`config.mk`:
```
export PLATFORM = sky130hd
export DESIGN_NAME = dcache_controller_flat
export DESIGN_NICKNAME = d
export VERILOG_FILES = /design/src/rtl/cache_pkg.sv /design/src/rtl/dcache_controller_if.sv /design/src/rtl/dcache_array.sv /design/src/rtl/dcache_controller.sv /design/src/flat_wrapper.sv
export SDC_FILE = /design/constraint.sdc
export NUM_CORES = 1
export LEC_CHECK = 0
export ABC_AREA = 0
export CORE_MARGIN = 1
export CORE_UTILIZATION = 62
export DETAILED_ROUTE_END_ITERATION = 10
export MAX_ROUTING_LAYER = met4
export PLACE_DENSITY = 0.82
export RECOVER_POWER = 25
export SYNTH_ARGS = -nofsm -noshare
export SYNTH_HDL_FRONTEND = slang
export SYNTH_SLANG_ARGS = --single-unit
```
`constraint.sdc`:
```
create_clock -name clk -period 14.6 [get_ports clk]
set_input_delay 2.92 -clock clk [delete_from_list [all_inputs] [get_ports clk]]
set_output_delay 2.92 -clock clk [all_outputs]
set_load 0.005 [all_outputs]
```
`src/rtl/cache_pkg.sv`:
```
// cache_pkg: shared widths, FSM state encoding and address layout for the data cache.
package cache_pkg;
    localparam int DATA_WIDTH   = 32;
    localparam int TAG_WIDTH    = 27;
    localparam int SET_WIDTH    = 3;
    localparam int OFFSET_WIDTH = 2;
    localparam int CACHE_WIDTH  = 8;
    localparam int CNT_WIDTH    = 16;

    typedef enum logic [1:0] {IDLE, REFILL, WRITE, RESPOND} state_t;

    typedef struct packed {
        logic [TAG_WIDTH-1:0]    tag;
        logic [SET_WIDTH-1:0]    set;
        logic [OFFSET_WIDTH-1:0] offset;
    } addr_t;

    function automatic logic [DATA_WIDTH-1:0] word_addr(addr_t a);
        return {a.tag, a.set, {OFFSET_WIDTH{1'b0}}};
    endfunction
endpackage

```
`src/rtl/dcache_controller_if.sv`:
```
// dcache_if: CPU-side and memory-side buses of the data cache controller.
interface dcache_if;
    import cache_pkg::*;
    logic                  cpu_req, cpu_we, cpu_ready, flush;
    logic [DATA_WIDTH-1:0] cpu_addr, cpu_wdata, cpu_rdata;
    logic                  mem_req, mem_we, mem_ready;
    logic [DATA_WIDTH-1:0] mem_addr, mem_wdata, mem_rdata;
    logic [CNT_WIDTH-1:0]  hit_count, miss_count;

    modport slave (
        input  cpu_req, cpu_we, cpu_addr, cpu_wdata, flush, mem_rdata, mem_ready,
        output cpu_rdata, cpu_ready, mem_req, mem_we, mem_addr, mem_wdata, hit_count, miss_count
    );
    modport master (
        output cpu_req, cpu_we, cpu_addr, cpu_wdata, flush, mem_rdata, mem_ready,
        input  cpu_rdata, cpu_ready, mem_req, mem_we, mem_addr, mem_wdata, hit_count, miss_count
    );
endinterface

```
`src/rtl/dcache_array.sv`:
```
// dcache_array: direct-mapped valid/tag/data storage with combinational lookup.
module dcache_array
    import cache_pkg::*;
(
    input  logic                  clk,
    input  logic                  rst,
    input  logic                  flush,
    input  logic                  we,
    input  logic [SET_WIDTH-1:0]  set,
    input  logic [TAG_WIDTH-1:0]  tag,
    input  logic [DATA_WIDTH-1:0] wr_data,
    output logic                  hit,
    output logic [DATA_WIDTH-1:0] rd_data
);
    logic [CACHE_WIDTH-1:0] valid_q, valid_d;
    logic [TAG_WIDTH-1:0]   tag_q  [CACHE_WIDTH];
    logic [TAG_WIDTH-1:0]   tag_d  [CACHE_WIDTH];
    logic [DATA_WIDTH-1:0]  data_q [CACHE_WIDTH];
    logic [DATA_WIDTH-1:0]  data_d [CACHE_WIDTH];

    always_comb begin
        valid_d = valid_q;
        tag_d   = tag_q;
        data_d  = data_q;
        if (flush) valid_d = '0;
        else if (we) begin
            valid_d[set] = 1'b1;
            tag_d[set]   = tag;
            data_d[set]  = wr_data;
        end
    end

    always_ff @(posedge clk) begin
        if (rst) valid_q <= '0;
        else     valid_q <= valid_d;
    end

    // Tag and data need no reset: the valid bits gate every use.
    always_ff @(posedge clk) begin
        tag_q  <= tag_d;
        data_q <= data_d;
    end

    assign hit     = valid_q[set] && (tag_q[set] == tag);
    assign rd_data = data_q[set];
endmodule

```
`src/rtl/dcache_controller.sv`:
```
// dcache_controller: lookup/refill/write-through sequencer for a direct-mapped data cache.
module dcache_controller
    import cache_pkg::*;
(
    input  logic     clk,
    input  logic     rst,
    dcache_if.slave  bus
);
    addr_t                 a;
    state_t                state_q, state_d;
    logic                  hit, rd_hit, done, arr_we, flush_en;
    logic                  store_hit_q, store_hit_d;
    logic                  mem_req_q, mem_req_d, mem_we_q, mem_we_d;
    logic [DATA_WIDTH-1:0] rd_data, arr_wdata;
    logic [DATA_WIDTH-1:0] mem_addr_q, mem_addr_d, mem_wdata_q, mem_wdata_d, resp_q, resp_d;
    logic [CNT_WIDTH-1:0]  hit_cnt_q, hit_cnt_d, miss_cnt_q, miss_cnt_d;

    assign a        = addr_t'(bus.cpu_addr);
    assign done     = mem_req_q && bus.mem_ready;
    assign flush_en = (state_q == IDLE) && bus.flush;
    assign rd_hit   = (state_q == IDLE) && !bus.flush && bus.cpu_req && !bus.cpu_we && hit;

    dcache_array u_array (
        .clk     (clk),
        .rst     (rst),
        .flush   (flush_en),
        .we      (arr_we),
        .set     (a.set),
        .tag     (a.tag),
        .wr_data (arr_wdata),
        .hit     (hit),
        .rd_data (rd_data)
    );

    always_comb begin
        state_d     = state_q;
        store_hit_d = store_hit_q;
        mem_req_d   = mem_req_q;
        mem_we_d    = mem_we_q;
        mem_addr_d  = mem_addr_q;
        mem_wdata_d = mem_wdata_q;
        resp_d      = resp_q;
        hit_cnt_d   = hit_cnt_q;
        miss_cnt_d  = miss_cnt_q;
        arr_we      = 1'b0;
        arr_wdata   = bus.mem_rdata;
        case (state_q)
            IDLE: if (!bus.flush && bus.cpu_req) begin
                if (bus.cpu_we) begin
                    state_d     = WRITE;
                    store_hit_d = hit;
                    mem_req_d   = 1'b1;
                    mem_we_d    = 1'b1;
                    mem_addr_d  = word_addr(a);
                    mem_wdata_d = bus.cpu_wdata;
                end else if (hit) hit_cnt_d = hit_cnt_q + 1'b1;
                else begin
                    state_d    = REFILL;
                    miss_cnt_d = miss_cnt_q + 1'b1;
                    mem_req_d  = 1'b1;
                    mem_we_d   = 1'b0;
                    mem_addr_d = word_addr(a);
                end
            end
            REFILL: if (done) begin
                arr_we    = 1'b1;
                resp_d    = bus.mem_rdata;
                mem_req_d = 1'b0;
                state_d   = RESPOND;
            end
            RESPOND: state_d = IDLE;
            WRITE: if (done) begin
                // Write-through without allocate: only a line that hit is refreshed.
                arr_we    = store_hit_q;
                arr_wdata = bus.cpu_wdata;
                mem_req_d = 1'b0;
                mem_we_d  = 1'b0;
                state_d   = IDLE;
            end
        endcase
    end

    always_ff @(posedge clk) begin
        if (rst) begin
            state_q     <= IDLE;
            store_hit_q <= 1'b0;
            mem_req_q   <= 1'b0;
            mem_we_q    <= 1'b0;
            mem_addr_q  <= '0;
            mem_wdata_q <= '0;
            resp_q      <= '0;
            hit_cnt_q   <= '0;
            miss_cnt_q  <= '0;
        end else begin
            state_q     <= state_d;
            store_hit_q <= store_hit_d;
            mem_req_q   <= mem_req_d;
            mem_we_q    <= mem_we_d;
            mem_addr_q  <= mem_addr_d;
            mem_wdata_q <= mem_wdata_d;
            resp_q      <= resp_d;
            hit_cnt_q   <= hit_cnt_d;
            miss_cnt_q  <= miss_cnt_d;
        end
    end

    assign bus.cpu_ready  = rd_hit || (state_q == RESPOND) || ((state_q == WRITE) && done);
    assign bus.cpu_rdata  = rd_hit ? rd_data : resp_q;
    assign bus.mem_req    = mem_req_q;
    assign bus.mem_we     = mem_we_q;
    assign bus.mem_addr   = mem_addr_q;
    assign bus.mem_wdata  = mem_wdata_q;
    assign bus.hit_count  = hit_cnt_q;
    assign bus.miss_count = miss_cnt_q;
endmodule

```
`src/flat_wrapper.sv`:
```
// flat-port wrapper written by rule: the top's interface ports become plain ports
module dcache_controller_flat import cache_pkg::*;
  (clk, rst, bus_cpu_req, bus_cpu_we, bus_cpu_addr, bus_cpu_wdata, bus_flush, bus_mem_rdata, bus_mem_ready, bus_cpu_rdata, bus_cpu_ready, bus_mem_req, bus_mem_we, bus_mem_addr, bus_mem_wdata, bus_hit_count, bus_miss_count);
  dcache_if bus_i ();
  input  logic clk;
  input  logic rst;
  input wire logic [$bits(bus_i.cpu_req)-1:0] bus_cpu_req;
  input wire logic [$bits(bus_i.cpu_we)-1:0] bus_cpu_we;
  input wire logic [$bits(bus_i.cpu_addr)-1:0] bus_cpu_addr;
  input wire logic [$bits(bus_i.cpu_wdata)-1:0] bus_cpu_wdata;
  input wire logic [$bits(bus_i.flush)-1:0] bus_flush;
  input wire logic [$bits(bus_i.mem_rdata)-1:0] bus_mem_rdata;
  input wire logic [$bits(bus_i.mem_ready)-1:0] bus_mem_ready;
  output wire logic [$bits(bus_i.cpu_rdata)-1:0] bus_cpu_rdata;
  output wire logic [$bits(bus_i.cpu_ready)-1:0] bus_cpu_ready;
  output wire logic [$bits(bus_i.mem_req)-1:0] bus_mem_req;
  output wire logic [$bits(bus_i.mem_we)-1:0] bus_mem_we;
  output wire logic [$bits(bus_i.mem_addr)-1:0] bus_mem_addr;
  output wire logic [$bits(bus_i.mem_wdata)-1:0] bus_mem_wdata;
  output wire logic [$bits(bus_i.hit_count)-1:0] bus_hit_count;
  output wire logic [$bits(bus_i.miss_count)-1:0] bus_miss_count;
  assign bus_i.cpu_req = bus_cpu_req;
  assign bus_i.cpu_we = bus_cpu_we;
  assign bus_i.cpu_addr = bus_cpu_addr;
  assign bus_i.cpu_wdata = bus_cpu_wdata;
  assign bus_i.flush = bus_flush;
  assign bus_i.mem_rdata = bus_mem_rdata;
  assign bus_i.mem_ready = bus_mem_ready;
  assign bus_cpu_rdata = bus_i.cpu_rdata;
  assign bus_cpu_ready = bus_i.cpu_ready;
  assign bus_mem_req = bus_i.mem_req;
  assign bus_mem_we = bus_i.mem_we;
  assign bus_mem_addr = bus_i.mem_addr;
  assign bus_mem_wdata = bus_i.mem_wdata;
  assign bus_hit_count = bus_i.hit_count;
  assign bus_miss_count = bus_i.miss_count;
  dcache_controller u_core (.clk(clk), .rst(rst), .bus(bus_i));
endmodule
```
==> results.sh <==
export IMPL_crit_slowest_cell="or4_4"
export IMPL_hp_class="reg -> reg"
export IMPL_drive_above_1_share_pct=11.9
export IMPL_fin_nets=2145
export IMPL_p_leak_nw=9.71
export IMPL_row_count=72
export IMPL_worst_slack_ns=3.54
export IMPL_crit_fanout=86
export IMPL_dpl_hpwl_mm=39.3
export IMPL_cts_repair_resized=0
export IMPL_first_iter_violations=2151
export IMPL_ys_seq_area_share_pct=68.8
export IMPL_period_share_pct=75.8
export IMPL_crit_family="simple AND/OR/NAND/NOR gates"
export IMPL_status="finished, violations left"
export IMPL_fp_dieArea_sq_um=40500
export IMPL_min_path_cells=2
export IMPL_synth_area_sq_um=24600
export IMPL_ys_async_sr_fraction_pct=0
export IMPL_overflow=0
export IMPL_reg2reg_to="u_core.u_array.data_q[73]"
export IMPL_io_pins=233
export IMPL_core_area_sq_um=38900
export IMPL_slew_headroom_pct=-13.2
export IMPL_cts_hold_buf=0
export IMPL_place_port_buffers=228
export IMPL_start_util_pct=63.3
export IMPL_ant_nets=0
export IMPL_grt_pass1_wl_mm=99.7
export IMPL_routed_wl_mm=66.5
export IMPL_area_delta_synth_final_pct=18.8
export IMPL_worstPathCellList="buf_6 > buf_4 > and2_1 > a22oi_1 > and3b_1 > nor4b_1 > or4b_4 > or4_4 > a31oi_1 > a21o_1 > clkdlybuf4s50_1"
export IMPL_r2r_start="u_core.state_q[0]"
export IMPL_final_hold_violation_count=0
export IMPL_drcViolationCount=0
export IMPL_grt_use_total_pct=33.7
export IMPL_maxCapViolations=1
export IMPL_place_congestion=0.862
export IMPL_fin_setup_tns_ns=0
export IMPL_timing_fmax_mhz=90.4
export IMPL_synth_ff_type="edfxtp_1"
export IMPL_cts_sinks=611
export IMPL_clk_latency_ns=0.63
export IMPL_synth_edff_count=472
export IMPL_r2r_cells=10
export IMPL_path_buf_inv=3
export IMPL_fin_crit_ns=11.06
export IMPL_peakVddDrop_mv=0.101
export IMPL_cp_data_arrival_time_ns=8.14
export IMPL_cts_tree="done"
export IMPL_rsz0062_at_grt="false"
export IMPL_postSynthRegisterBits=611
export IMPL_pre_cts_slack_ns=3.64
export IMPL_fin_skew_ns=0.0296
export IMPL_r2r_slack_ns=9.13
export IMPL_root_buffer="clkbuf_16"
export IMPL_vias=17000
export IMPL_grt_pass1_vias=17000
export IMPL_yosysUniqueCellTypes=60
export IMPL_finalMaxSlewViolations=35
export IMPL_hold_start="u_core.resp_q[1]"
export IMPL_min_to="u_core.resp_q[1]"
export IMPL_tightest_slew_ns=1.70
export IMPL_crit_required_ns=11.68
export IMPL_critical_path_class="in -> out"
export IMPL_h_tree_depth=2
export IMPL_wl_per_cell_um=25.5
export IMPL_numCtsBuffers=58
export IMPL_drt_pre_antenna_iters=7
export IMPL_n_fill_cell=2358
export IMPL_chipHeight_um=201
export IMPL_grt_max_degree=90
export IMPL_via_per_inst=6.51
export IMPL_p_per_area_nw_per_um2=129
export IMPL_startpoint_type="primary input"
export IMPL_die_w_um=201
export IMPL_clkSlewWorstSetupHoldPaths_ns=0.06
export IMPL_critPathMaxStageDelay_ns=0.82
export IMPL_avgSynthCellArea_sq_um=13.4
export IMPL_cts_buffer_depth=3
export IMPL_endpoint_kind="primary output"
export IMPL_syn_inst=1838
export IMPL_setup_violations=0
export IMPL_cts_setup_buffers=0
export IMPL_ys_warnings_count=0
export IMPL_grt_antenna_before_repair=2
export IMPL_violations="max-capacitance violations, max-slew violations"
-- cells by family (layout without fill, tap and decap cells) --
| group | Yosys count | count (layout) | synth area share (%) |
|---|---|---|---|
| simple gates | 525 | 525 | 9.72 |
| compound gates | 379 | 379 | 9.30 |
| flops | 611 | 611 | 68.8 |
| xor+xnor | 13 | 13 | 0.462 |
| fa+ha+maj | 6 | 6 | 0.305 |
| buf+inv | 133 | 381 | 2.35 |
| other cells | 1 | 4 | 0.0152 |
| mux | 170 | 170 | 9.04 |
-- per-stage QoR --
| stage | cell area [sq um] | hold slack [ns] | total power (W) | std cells | utilization (%) |
|---|---|---|---|---|---|
| after global routing | 29300 | 0.465 | 0.00387 | 2607 | 75.3 |
| after floorplan | 24600 | 0.429 | 0.00212 | 1839 | - |
| after detailed placement | 27300 | 0.446 | 0.00227 | 2495 | 70.2 |
| after global placement | 27300 | 0.439 | 0.00226 | 2495 | 70.2 |
| final | 29300 | 0.452 | 0.00377 | 2607 | 75.3 |
| after CTS | 29300 | 0.454 | 0.00378 | 2605 | 75.3 |
-- worst max path at each step --
stage / slack, ns / to / cells past startpoint / startpoint
finish: 3.54 / bus_cpu_rdata[14] / 11 / bus_cpu_addr[4]
global route: 3.38 / bus_cpu_rdata[14] / 11 / bus_cpu_addr[2]
CTS: 3.62 / bus_cpu_rdata[14] / 11 / bus_cpu_addr[4]
detailed placement: 3.64 / bus_cpu_rdata[14] / 11 / bus_cpu_addr[4]
global placement: 3.67 / bus_cpu_rdata[14] / 11 / bus_cpu_addr[4]
floorplan: 5.65 / u_core.u_array.data_q[224] / 8 / bus_cpu_addr[4]
-- cells in the final DEF (no fill, tap or decap), types with 60 or more instances in the layout --
| cell | instances |
|---|---|
| a21oi_1 | 165 |
| mux2_2 | 70 |
| clkdlybuf4s50_1 | 196 |
| mux2i_1 | 65 |
| nand2_1 | 279 |
| edfxtp_1 | 472 |
| clkbuf_16 | 60 |
| nor2_1 | 62 |
| o21ai_0 | 77 |
| dfxtp_1 | 139 |
-- metal layers --
metal,wire [um],track usage (%),vias up,share of wire [%]
li1,-,-,7343,-
met1,25000,42.6,8419,38
met2,32900,55.5,1054,50
met3,6010,4.78,164,9.0
met4,2540,13.3,0,3.8
met5,0,-,-,0
-- registers in the layout (all words and copies together), names as in the netlist --
register,flops
u_core.bus.hit_count,16
u_core.bus.mem_addr,30
u_core.bus.mem_req,1
u_core.bus.mem_wdata,32
u_core.bus.mem_we,1
u_core.bus.miss_count,16
u_core.resp_q,32
u_core.state_q,2
u_core.store_hit_q,1
u_core.u_array.data_q,256
u_core.u_array.tag_q,216
u_core.u_array.valid_q,8
-- final cells by class --
cell class | count | area [sq um] | area share (%)
multi-input cells | 1095 | 7170 | 24.5
clock buffers | 95 | 1780 | 6.09
well taps | 518 | 648 | 2.21
diodes | 2 | 5.00 | 0.0171
repair buffers | 259 | 2500 | 8.54
inverters | 12 | 45.0 | 0.154
flip-flops and latches | 611 | 17000 | 57.9
clock inverters | 15 | 176 | 0.602
-- where the power goes --
part           leakage [nW]  switching (W)  internal [W]  total, W
clock network         0.956       0.000640      0.000886   0.00153
registers              5.37      0.0000159       0.00190   0.00192
logic                  3.39       0.000198      0.000129  0.000327
total                  9.71       0.000853       0.00292   0.00377
-- synth_stat cells, drive strengths merged (2+ instances only) --
cell type / number / area share [%]
a21o: 2 / 0.061
a21oi: 165 / 3.4
a221o: 3 / 0.12
a221oi: 42 / 1.5
a22o: 13 / 0.46
a22oi: 21 / 0.64
a31oi: 5 / 0.13
and2: 7 / 0.18
and3: 14 / 0.36
buf: 39 / 0.92
clkbuf: 82 / 1.2
dfxtp: 139 / 11
edfxtp: 472 / 58
ha: 6 / 0.30
inv: 12 / 0.18
mux2: 70 / 3.2
mux2i: 65 / 2.6
mux4: 35 / 3.2
nand2: 280 / 4.3
nand2b: 4 / 0.10
nand3: 51 / 1.0
nand4: 13 / 0.33
nand4b: 3 / 0.11
nor2: 64 / 0.97
nor2b: 19 / 0.48
nor3: 21 / 0.43
nor3b: 6 / 0.18
nor4: 9 / 0.23
nor4b: 2 / 0.096
o211ai: 2 / 0.061
o21a: 9 / 0.27
o21ai: 77 / 1.6
o22a: 2 / 0.071
o22ai: 24 / 0.61
o31ai: 8 / 0.24
or2: 3 / 0.076
or3: 14 / 0.36
or4: 10 / 0.32
xnor2: 5 / 0.18
xor2: 8 / 0.28
-- tightest hold or removal path: cells and delay by family (launching register included) --
kind | cells | cell delay [ns]
simple gates | 1 | 0.05
compound gates | 1 | 0.05
flops | 1 | 0.30
Note: power is estimated with default switching activity, not from simulation.
